### config.mk
export PLATFORM = sky130hd
export DESIGN_NAME = comparator_serial_n_flat
export DESIGN_NICKNAME = d
export VERILOG_FILES = /design/src/rtl/comparator_serial_n_if.sv /design/src/rtl/comparator_serial_n.sv /design/src/flat_wrapper.sv
export SDC_FILE = /design/constraint.sdc
export NUM_CORES = 1
export LEC_CHECK = 0
export BUFFER_PORTS_ARGS = -buffer_cell sky130_fd_sc_hd__buf_2
export CAP_MARGIN = 5
export CELL_PAD_IN_SITES_DETAIL_PLACEMENT = 1
export CELL_PAD_IN_SITES_GLOBAL_PLACEMENT = 2
export CORE_ASPECT_RATIO = 0.7
export CORE_MARGIN = 10
export CORE_UTILIZATION = 32
export CTS_BUF_LIST = sky130_fd_sc_hd__clkbuf_8 sky130_fd_sc_hd__clkbuf_16
export CTS_CLUSTER_DIAMETER = 200
export DETAILED_ROUTE_END_ITERATION = 8
export GPL_ROUTABILITY_DRIVEN = 1
export GPL_TIMING_DRIVEN = 0
export PLACE_DENSITY = 0.85
export SLEW_MARGIN = 0
export SYNTH_ARGS = -nofsm -noshare
export SYNTH_HDL_FRONTEND = slang
export SYNTH_SLANG_ARGS = --single-unit
### constraint.sdc
create_clock -name clk -period 2.1 [get_ports clk]
set_input_delay 0 -clock clk [delete_from_list [all_inputs] [get_ports clk]]
set_output_delay 0 -clock clk [all_outputs]
set_load 0.01 [all_outputs]
### src/rtl/comparator_serial_n_if.sv
// Handshake and operand/result bundle for the bit-serial magnitude comparator.
interface comparator_serial_n_if #(
    parameter int unsigned WIDTH = 8
);
    logic             start;
    logic [WIDTH-1:0] a;
    logic [WIDTH-1:0] b;
    logic             signed_mode;
    logic             busy;
    logic             done;
    logic             gt;
    logic             eq;
    logic             lt;

    modport master (
        output start, a, b, signed_mode,
        input  busy, done, gt, eq, lt
    );

    modport slave (
        input  start, a, b, signed_mode,
        output busy, done, gt, eq, lt
    );
endinterface

### src/rtl/comparator_serial_n.sv
// Bit-serial MSB-first comparator: one bit pair per clock, optional early exit on first difference.
module comparator_serial_n #(
    parameter int unsigned WIDTH      = 8,
    parameter bit          EARLY_EXIT = 1'b1
) (
    input logic                  clk,
    input logic                  rst_n,
    comparator_serial_n_if.slave bus
);
    localparam int unsigned IdxW = $clog2(WIDTH);
    localparam logic [IdxW-1:0] IdxMax = IdxW'(WIDTH - 1);

    typedef enum logic [1:0] {StIdle, StCmp, StDone} state_e;

    state_e           state_q, state_d;
    logic [IdxW-1:0]  idx_q, idx_d;
    logic [WIDTH-1:0] a_q, a_d;
    logic [WIDTH-1:0] b_q, b_d;
    logic             signed_q, signed_d;
    logic             found_q, found_d;
    logic             res_gt_q, res_gt_d;
    logic             busy_q, busy_d;
    logic             done_q, done_d;
    logic             gt_q, gt_d;
    logic             eq_q, eq_d;
    logic             lt_q, lt_d;

    logic bit_diff;
    logic bit_gt;

    // When bits differ, a=1 means A is larger, except the sign bit in signed mode.
    assign bit_diff = a_q[idx_q] ^ b_q[idx_q];
    assign bit_gt   = a_q[idx_q] ^ (signed_q && (idx_q == IdxMax));

    always_comb begin
        state_d  = state_q;
        idx_d    = idx_q;
        a_d      = a_q;
        b_d      = b_q;
        signed_d = signed_q;
        found_d  = found_q;
        res_gt_d = res_gt_q;
        busy_d   = 1'b0;
        done_d   = 1'b0;
        gt_d     = gt_q;
        eq_d     = eq_q;
        lt_d     = lt_q;

        unique case (state_q)
            StIdle, StDone: begin
                state_d = StIdle;
                if (bus.start) begin
                    a_d      = bus.a;
                    b_d      = bus.b;
                    signed_d = bus.signed_mode;
                    idx_d    = IdxMax;
                    found_d  = 1'b0;
                    res_gt_d = 1'b0;
                    busy_d   = 1'b1;
                    state_d  = StCmp;
                end
            end
            StCmp: begin
                if (EARLY_EXIT && bit_diff) begin
                    state_d = StDone;
                    done_d  = 1'b1;
                    gt_d    = bit_gt;
                    lt_d    = ~bit_gt;
                    eq_d    = 1'b0;
                end else if (idx_q == '0) begin
                    state_d = StDone;
                    done_d  = 1'b1;
                    if (found_q) begin
                        gt_d = res_gt_q;
                        lt_d = ~res_gt_q;
                        eq_d = 1'b0;
                    end else if (bit_diff) begin
                        gt_d = bit_gt;
                        lt_d = ~bit_gt;
                        eq_d = 1'b0;
                    end else begin
                        gt_d = 1'b0;
                        lt_d = 1'b0;
                        eq_d = 1'b1;
                    end
                end else begin
                    // Full-scan mode keeps only the most significant difference.
                    if (bit_diff && !found_q) begin
                        found_d  = 1'b1;
                        res_gt_d = bit_gt;
                    end
                    idx_d  = idx_q - 1'b1;
                    busy_d = 1'b1;
                end
            end
            default: state_d = StIdle;
        endcase
    end

    always_ff @(posedge clk) begin
        if (!rst_n) begin
            state_q  <= StIdle;
            idx_q    <= IdxMax;
            a_q      <= '0;
            b_q      <= '0;
            signed_q <= 1'b0;
            found_q  <= 1'b0;
            res_gt_q <= 1'b0;
            busy_q   <= 1'b0;
            done_q   <= 1'b0;
            gt_q     <= 1'b0;
            eq_q     <= 1'b0;
            lt_q     <= 1'b0;
        end else begin
            state_q  <= state_d;
            idx_q    <= idx_d;
            a_q      <= a_d;
            b_q      <= b_d;
            signed_q <= signed_d;
            found_q  <= found_d;
            res_gt_q <= res_gt_d;
            busy_q   <= busy_d;
            done_q   <= done_d;
            gt_q     <= gt_d;
            eq_q     <= eq_d;
            lt_q     <= lt_d;
        end
    end

    assign bus.busy = busy_q;
    assign bus.done = done_q;
    assign bus.gt   = gt_q;
    assign bus.eq   = eq_q;
    assign bus.lt   = lt_q;
endmodule

### src/flat_wrapper.sv
// flat-port wrapper written by rule: the top's interface ports become plain ports
module comparator_serial_n_flat 
#(
    parameter int unsigned WIDTH      = 8,
    parameter bit          EARLY_EXIT = 1'b1
)
  (clk, rst_n, bus_start, bus_a, bus_b, bus_signed_mode, bus_busy, bus_done, bus_gt, bus_eq, bus_lt);
  comparator_serial_n_if #(.WIDTH(WIDTH)) bus_i ();
  input logic clk;
  input logic rst_n;
  input wire logic [$bits(bus_i.start)-1:0] bus_start;
  input wire logic [$bits(bus_i.a)-1:0] bus_a;
  input wire logic [$bits(bus_i.b)-1:0] bus_b;
  input wire logic [$bits(bus_i.signed_mode)-1:0] bus_signed_mode;
  output wire logic [$bits(bus_i.busy)-1:0] bus_busy;
  output wire logic [$bits(bus_i.done)-1:0] bus_done;
  output wire logic [$bits(bus_i.gt)-1:0] bus_gt;
  output wire logic [$bits(bus_i.eq)-1:0] bus_eq;
  output wire logic [$bits(bus_i.lt)-1:0] bus_lt;
  assign bus_i.start = bus_start;
  assign bus_i.a = bus_a;
  assign bus_i.b = bus_b;
  assign bus_i.signed_mode = bus_signed_mode;
  assign bus_busy = bus_i.busy;
  assign bus_done = bus_i.done;
  assign bus_gt = bus_i.gt;
  assign bus_eq = bus_i.eq;
  assign bus_lt = bus_i.lt;
  comparator_serial_n #(.WIDTH(WIDTH), .EARLY_EXIT(EARLY_EXIT)) u_core (.clk(clk), .rst_n(rst_n), .bus(bus_i));
endmodule
==> summary by stage, run 1 <==
Setup path
In this run the worst setup path terminates at u_core.idx_q[2]$_SDFFE_PN1P_. Across all register-to-register paths, the minimum setup slack is between 100 and 150 ps. The maximum fanout count along the critical path is 6. Data arrives at the worst endpoint at 2120 ps. The critical path launch point type is a flop. The signal on the critical path passes through inv_1, mux4_1, a2bb2oi_1, o211ai_1, a21o_1. The capture point of the worst reg-to-reg path is u_core.idx_q[2]$_SDFFE_PN1P_. The required time of the critical path is 2260 ps. The critical-path cell with the highest stage delay is sky130_fd_sc_hd__mux4_1. The startpoint of the worst setup timing path is u_core.idx_q[1]$_SDFFE_PN1P_.

The startpoint identified for the worst register-to-register timing path is u_core.idx_q[1]$_SDFFE_PN1P_. The critical path is of the flop to flop type. For the worst flop-to-flop path, the logic depth is 5.

The type of destination of the critical path is a flop. In this design, the stage delay of the slowest critical-path cell is about 630 ps.

Global routing
The largest net degree at the start of global routing is 11. The total global routing track utilization is 0.108. The number of antenna violations at the first check in global routing was 0. The global-route wire length before repair is roughly 6500 um. The number of global-route vias before repair is 1349. Global routing finished with a remaining overflow of 0.

Yosys
The share of the Yosys chip area taken by registers is 0.423. The number of register bits inferred by synthesis is 29. Yosys printed 0 warnings.

After synthesis, the cell types taking the most area are sky130_fd_sc_hd__dfxtp_1, sky130_fd_sc_hd__nand2_1, sky130_fd_sc_hd__a21oi_1. The number of enable flip-flop cells after synthesis is 0. Counting flops with an async set or reset pin after synthesis yields a share of 0. The mapped netlist covers approximately 1400 sq um. The largest area contributor in the synthesized netlist is sky130_fd_sc_hd__dfxtp_1. The area share of the largest cell type after synthesis is 0.423. In the synthesized netlist, the number of instances is 152. The synthesized netlist net count is between 150 and 200. The most used flip-flop cell after synthesis is sky130_fd_sc_hd__dfxtp_1.

A synthesized cell averages between 9 and 10 sq um. The number of distinct library cells after synthesis is 30.

CTS
The post-cts sizing count is 0. The CTS tree is done. The CTS root buffer is sky130_fd_sc_hd__clkbuf_8. The clock tree synthesis step divided the H-tree into 2 levels. The clock insertion delay at the later pin of the skew report is between 200 and 300 ps. The maximum root-to-sink buffer count is 2. Counting the buffers created by CTS gives 5. The total number of clock tree sinks is 29.

Clock-pin slew was measured on the worst setup and hold paths at roughly 60 ps.

STA
Setup violations remaining at the end of the flow were counted as 0. Of the available clock period, the critical path in the final layout requires 0.931. The sum of negative setup slack is 0 ps.

Based on the critical path, the design can be clocked at up to 512 MHz. On the final layout, the worst clock skew is roughly 7 ps. The smallest clock period supported by the final layout is computed as 1950 ps.

The worst slew margin relative to its limit is 0.660. The number of slew-limit violations in the final report is 0. Setup repair after global routing left no endpoint under its margin. The final number of hold-violating endpoints is 0. For the pin with the worst max-slew slack, the measured transition is 510 ps.

Run status
The run finished with clean final reports.

Floorplanning
The initial core utilization is 0.342. In this run the standard cell core region covers about 4000 sq um. The die area is ~7400 sq um. The floorplan has 19 rows.

In this run the vertical extent of the chip is roughly 75 um. The die is just under 100 um wide. During I/O placement, the number of pins put on the boundary was 25.

Final layout
The most common cell after layout, fill and taps aside is sky130_fd_sc_hd__nand2_1. The synthesis-to-finish area growth is 34.4%. The share of post-route cells with drive strength above 1 is 0.199.

Summing all non-filler instances in the final layout gives an area of around 1800 sq um. Summing all flip-flop and latch instances after layout gives between 500 and 600 sq um. The number of fill cells is between 400 and 500. In the final layout, the multi-input gates occupy approximately 750 sq um. The final layout contains about 220 nets. The repair_antennas step left the layout with diodes totalling 0. Leaving out fill and tap cells, the most frequent cells in the layout are sky130_fd_sc_hd__nand2_1, sky130_fd_sc_hd__dfxtp_1, sky130_fd_sc_hd__buf_2.

Place
The HPWL after detailed placement is about 2800 um. The total of buffers placed on input and output ports is 24. At the end of routability-driven placement, the weighted congestion stood at between 0.7 and 0.8. After detailed placement, the total cell area comes to 1560 sq um.

Route
The total length of routed wires is 3830 um. The average wire per cell in the routed design is 15.2 um. The first TritonRoute pass finished after 4 iterations. Across all layers, the routed design uses between 1000 and 1500 vias. Using the TritonRoute via totals, the vias-per-cell ratio works out to between 4 and 5. The number of DRC violations after detailed-routing iteration 0 is 71. The final routed DRC violation total is 0. The post-detailed-route count of antenna-violating nets is 0.

Job
The tool flagged a number of max-cap violations equal to 0.

Power and ir drop
Dividing total power by cell area gives a power density of between 700 and 800 nW/um^2. The final total power is 1.44 mW. The largest voltage drop on the vdd net is around 380 uV.

The leakage power figure is roughly 0.79 nW.

Min path
The min-delay analysis places its worst path in the category input port to flop.
per-layer routing:
| metal | global-route usage | part of all wire | routed length, um |
|---|---|---|---|
| met1 | 0.126 | 0.47 | 1810 |
| met2 | 0.189 | 0.48 | 1860 |
| met3 | 0.0274 | 0.030 | 114 |
| met4 | 0.0380 | 0.014 | 53 |
| met5 | 0 | 0 | 0 |
worst min path at each step:
| stage | startpoint | endpoint | slack [ps] | cells past startpoint |
|---|---|---|---|---|
| after global placement | bus_signed_mode | u_core.signed_q$_SDFFE_PN0P_ | 240 | 3 |
| after floorplan | bus_signed_mode | u_core.signed_q$_SDFFE_PN0P_ | 140 | 2 |
| after global routing | rst_n | u_core.bus.gt$_SDFFE_PN0P_ | 30 | 3 |
| after detailed placement | bus_b[2] | u_core.b_q[2]$_SDFFE_PN0P_ | 250 | 3 |
| after CTS | rst_n | u_core.bus.gt$_SDFFE_PN0P_ | 4 | 3 |
| final | rst_n | u_core.bus.gt$_SDFFE_PN0P_ | 9 | 3 |
cell usage after synthesis (2+ instances only):
master and instances:
sky130_fd_sc_hd__mux4_2 3, sky130_fd_sc_hd__dfxtp_1 29, sky130_fd_sc_hd__nand2_1 36, sky130_fd_sc_hd__xor2_1 9, sky130_fd_sc_hd__mux4_1 2, sky130_fd_sc_hd__o21ai_0 5
sky130_fd_sc_hd__a21o_1 3, sky130_fd_sc_hd__nor2_1 3, sky130_fd_sc_hd__nor3_1 2, sky130_fd_sc_hd__xnor2_1 4, sky130_fd_sc_hd__nand3b_1 2, sky130_fd_sc_hd__nor2b_1 2
sky130_fd_sc_hd__clkbuf_1 5, sky130_fd_sc_hd__and3_1 3, sky130_fd_sc_hd__a31oi_1 2, sky130_fd_sc_hd__inv_1 2, sky130_fd_sc_hd__a21oi_1 19, sky130_fd_sc_hd__nand2b_1 2
sky130_fd_sc_hd__or2_2 2, sky130_fd_sc_hd__o211ai_1 3, sky130_fd_sc_hd__nand3_1 3, sky130_fd_sc_hd__ha_1 3
cell type report:
cell class / count / area share
inverter: 4 / 0.00814
clock inverter: 2 / 0.0183
multi-input combinational: 113 / 0.409
tap: 52 / 0.0353
clock buffer: 6 / 0.0448
buffer: 6 / 0.0122
sequential: 29 / 0.315
timing repair buffer: 41 / 0.157
power by group:
| part | switching (mW) | internal [mW] |
|---|---|---|
| clock network | 0.209 | 0.381 |
| registers | 0.0315 | 0.583 |
| logic | 0.121 | 0.116 |
| total | 0.361 | 1.08 |
cells by family (layout without fill, tap and decap cells):
| family | after synthesis | count (layout) | synth area share |
|---|---|---|---|
| adder cells (fa/ha/maj) | 3 | 3 | 0.0274 |
| XOR/XNOR | 13 | 13 | 0.0830 |
| AO/OA/AOI/OAI | 35 | 35 | 0.153 |
| AND/OR/NAND/NOR | 56 | 56 | 0.182 |
| flip-flops | 29 | 29 | 0.423 |
| buffers and inverters | 10 | 59 | 0.0273 |
| multiplexers | 6 | 6 | 0.104 |
stage by stage:
step	std cells	setup slack (ps)	hold WS [ps]	util
after floorplan	152	429	136	-
after global placement	228	232	240	0.388
after detailed placement	228	163	248	0.388
after CTS	253	126	4.46	0.459
after global routing	253	52.2	32.8	0.459
final	253	145	9.36	0.459
critical path: cells and delay by family, from the launching register on:
| kind | cells | cell delay [ps] |
|---|---|---|
| flip-flops | 1 | 340 |
| AO/OA/AOI/OAI | 3 | 630 |
| buffers and inverters | 1 | 230 |
| multiplexers | 1 | 630 |
state kept, by name, indices dropped and copies added, names as in the netlist, 2 cells and up:
signal and count:
u_core.idx_q 3, u_core.b_q 8, u_core.state_q 2, u_core.a_q 8
what timing repair did:
item,in CTS,in global routing
setup buffers,0,0
hold endpoints to repair,17,0
hold buffers,17,0
Note: power is estimated with default switching activity, not from simulation.
==> run 2, diff against run 1 <==
--- a/config.mk
+++ b/config.mk
@@ -6,13 +6,12 @@
 export NUM_CORES = 1
 export LEC_CHECK = 0
 export BUFFER_PORTS_ARGS = -buffer_cell sky130_fd_sc_hd__buf_2
-export CAP_MARGIN = 5
+export CAP_MARGIN = 40
 export CELL_PAD_IN_SITES_DETAIL_PLACEMENT = 1
 export CELL_PAD_IN_SITES_GLOBAL_PLACEMENT = 2
 export CORE_ASPECT_RATIO = 0.7
 export CORE_MARGIN = 10
 export CORE_UTILIZATION = 32
-export CTS_BUF_LIST = sky130_fd_sc_hd__clkbuf_8 sky130_fd_sc_hd__clkbuf_16
 export CTS_CLUSTER_DIAMETER = 200
 export DETAILED_ROUTE_END_ITERATION = 8
 export GPL_ROUTABILITY_DRIVEN = 1
==> summary by stage, run 2 (synthesized netlist as in run 1, its figures left out) <==
Setup path
The maximum fanout count along the critical path is 6 (unchanged). The endpoint of the worst setup timing path is u_core.idx_q[2]$_SDFFE_PN1P_. The data arrival at the endpoint of the critical path is 2120 ps (about the same).

The startpoint of the worst setup timing path is u_core.idx_q[1]$_SDFFE_PN1P_. The worst setup path is captured at a flop. The startpoint of the worst-slack reg-to-reg timing path is u_core.idx_q[1]$_SDFFE_PN1P_.

The cell depth of the worst flop-to-flop path is 5 (unchanged). The slack of the worst reg-to-reg path is 150 ps (about the same). The capture point of the worst reg-to-reg path is u_core.idx_q[2]$_SDFFE_PN1P_. The required time of the critical path came to 2260 ps (about the same). STA classifies the critical path startpoint as a flop.

The kind of critical path is flop to flop.

Global routing
The largest net degree at the start of global routing came to 11 (unchanged). The total global routing track utilization is 0.108 (unchanged). The number of global-route vias before repair is 1349 (unchanged). The total grt overflow is 0 (unchanged).

The global-route wire length before repair was 6490 um (unchanged). The number of antenna violations at the first check in global routing is 0 (unchanged).

Final layout
The largest registers in the layout are u_core.a_q x8, u_core.b_q x8, u_core.idx_q x3. The share of post-route cells with drive strength above 1 is 0.199 (unchanged). The final-stage net count came to 223 (unchanged). Leaving out fill and tap cells, the most frequent cell in the layout is sky130_fd_sc_hd__nand2_1.

The final core utilization is 0.459 (unchanged). In the layout the commonest cells are sky130_fd_sc_hd__nand2_1, sky130_fd_sc_hd__dfxtp_1, sky130_fd_sc_hd__buf_2. The synthesis-to-finish area growth came to 34.4% (unchanged). The post-route standard cell area excluding fillers is 1840 sq um (unchanged). The diode insertion count for antenna repair is 0 (unchanged). The final non-filler cell total is 253 (unchanged).

Power and ir drop
The final total power came to 1.45 mW (+0.32%). The leakage power figure is 0.790 nW (-0.52%). The power density over the cells is 784 nW/um^2 (+0.32%). The net switching power is 0.361 mW (about the same).

The proportion of power drawn by combinational gates is 0.164 (about the same). The register share of total power is 0.425 (about the same). The largest voltage drop on the vdd net is 380 uV (about the same). The clock group share of total power was 0.411 (about the same).

The internal power summed over all cells is 1.09 mW (+0.45%). The fraction of power spent switching nets is 0.249 (-0.00101).

Route
The post-detailed-route count of antenna-violating nets is 0 (unchanged). The total length of routed wires is 3830 um (unchanged). The count of TritonRoute iterations in the first routing pass came to 4 (unchanged). The via count normalized by instance count is 4.86 (unchanged). The average wire per cell in the routed design is 15.2 um (unchanged). The total number of vias came to 1229 (unchanged). The number of DRC violations after detailed-routing iteration 0 came to 74 (+4.2%).

The final routed DRC violation total is 0 (unchanged).

STA
The maximum clock rate is 512 MHz (unchanged). Setup repair after global routing left no endpoint under its margin. The number of endpoints failing setup at the final stage is 0 (unchanged). The clock tree skew after final layout came to 6.98 ps (unchanged). The number of slew-limit violations in the final report is 0 (unchanged). The time the final worst path needs with I/O delays and setup is 1950 ps (unchanged). The post-route worst hold slack was 9.36 ps (unchanged). The worst slew margin relative to its limit was 0.660 (unchanged).

The final worst slack is 145 ps (unchanged). The measured slew at the worst slew-check pin came to 510 ps (unchanged). The sum of negative setup slack is 0 ps (unchanged). The final worst-path cycle share is 0.931 (unchanged). The final number of hold-violating endpoints is 0 (unchanged).

CTS
TritonCTS built the clock tree. The CTS clock-pin slew for the worst setup and hold paths is 60 ps (about the same). The clock insertion delay at the later pin of the skew report is 280 ps (about the same). The total number of H-tree levels came to 2 (unchanged).

The maximum root-to-sink buffer count is 2 (unchanged). The TritonCTS buffer count came to 5 (unchanged). The total number of clock tree sinks is 29 (unchanged). The CTS root buffer is sky130_fd_sc_hd__clkbuf_8. The post-cts sizing count is 0 (unchanged).

Run status
The flow ran to the end, and the final reports show no timing, DRC or antenna violations.

Floorplanning
The initial core utilization is 0.342 (unchanged). The die area is 7350 sq um (unchanged). The I/O pin count was 25 (unchanged). The area of the core region is 4020 sq um (unchanged).

The width of the die was 98.3 um (unchanged). The vertical die dimension is 74.8 um (unchanged). The total number of placement rows is 19 (unchanged).

Place
The pre-CTS setup slack is 163 ps (unchanged). The total of buffers placed on input and output ports is 24 (unchanged). The cell count after placement was 228 (unchanged). The total placed instance area was 1560 sq um (unchanged). The HPWL after detailed placement was 2830 um (unchanged). The placer congestion estimate came to 0.763 (unchanged).

Job
The max-cap check violation count was 0 (unchanged).

Min path
The path type of the worst min-delay path is input port to flop.
## run 2: cell types whose count changed in the layout (fill, tap and decap cells not counted), sizes merged
cell | previous run | this run
inv | 4 | 3
clkbuf | 11 | 12
## run 2: power groups by stage
stage	combinational (mW)	sequential (mW)	clock, mW
floorplan	0.146	0.621	0
global placement	0.203	0.625	0
detailed placement	0.213	0.627	0
CTS	0.238	0.615	0.606
global route	0.265	0.619	0.629
finish	0.237	0.615	0.595
## run 2: what timing repair did
item / CTS / global route
endpoints found under the hold margin: 17 / 0
buffers inserted: 0 / 0
hold buffers: 17 / 0
setup endpoints to repair: 0 / 0
## run 2: cell type report
class                           instances  area, sq um
Buffer                                  6         22.5
Clock buffer                            7         86.3
Clock inverter                          1         30.0
Fill cell                             463         2170
Inverter                                4         15.0
Multi-Input combinational cell        113          754
Sequential cell                        29          581
Tap cell                               52         65.1
Timing Repair Buffer                   41          290
## run 2: worst min-delay path by stage
stage               startpoint                            to  slack [ps]  cells after the start
2_1_floorplan  bus_signed_mode  u_core.signed_q$_SDFFE_PN0P_         140                      2
3_3_place_gp   bus_signed_mode  u_core.signed_q$_SDFFE_PN0P_         240                      3
3_5_place_dp          bus_b[2]    u_core.b_q[2]$_SDFFE_PN0P_         250                      3
4_1_cts                  rst_n    u_core.bus.gt$_SDFFE_PN0P_           4                      3
5_1_grt                  rst_n    u_core.bus.gt$_SDFFE_PN0P_          30                      3
6_report                 rst_n    u_core.bus.gt$_SDFFE_PN0P_           9                      3
## run 2: critical path: stages, from the launching register on
cell and delay (ps):
sky130_fd_sc_hd__dfxtp_1 340, sky130_fd_sc_hd__inv_1 230, sky130_fd_sc_hd__mux4_1 630, sky130_fd_sc_hd__a2bb2oi_1 290, sky130_fd_sc_hd__o211ai_1 130, sky130_fd_sc_hd__a21o_1 210
## run 2: layer usage
layer | share of wire | track usage | up-vias
met5 | 0 | 0 | -
met4 | 0.014 | 0.0380 | 0
met3 | 0.030 | 0.0274 | 8
met2 | 0.48 | 0.189 | 15
met1 | 0.47 | 0.126 | 590
li1 | - | - | 616
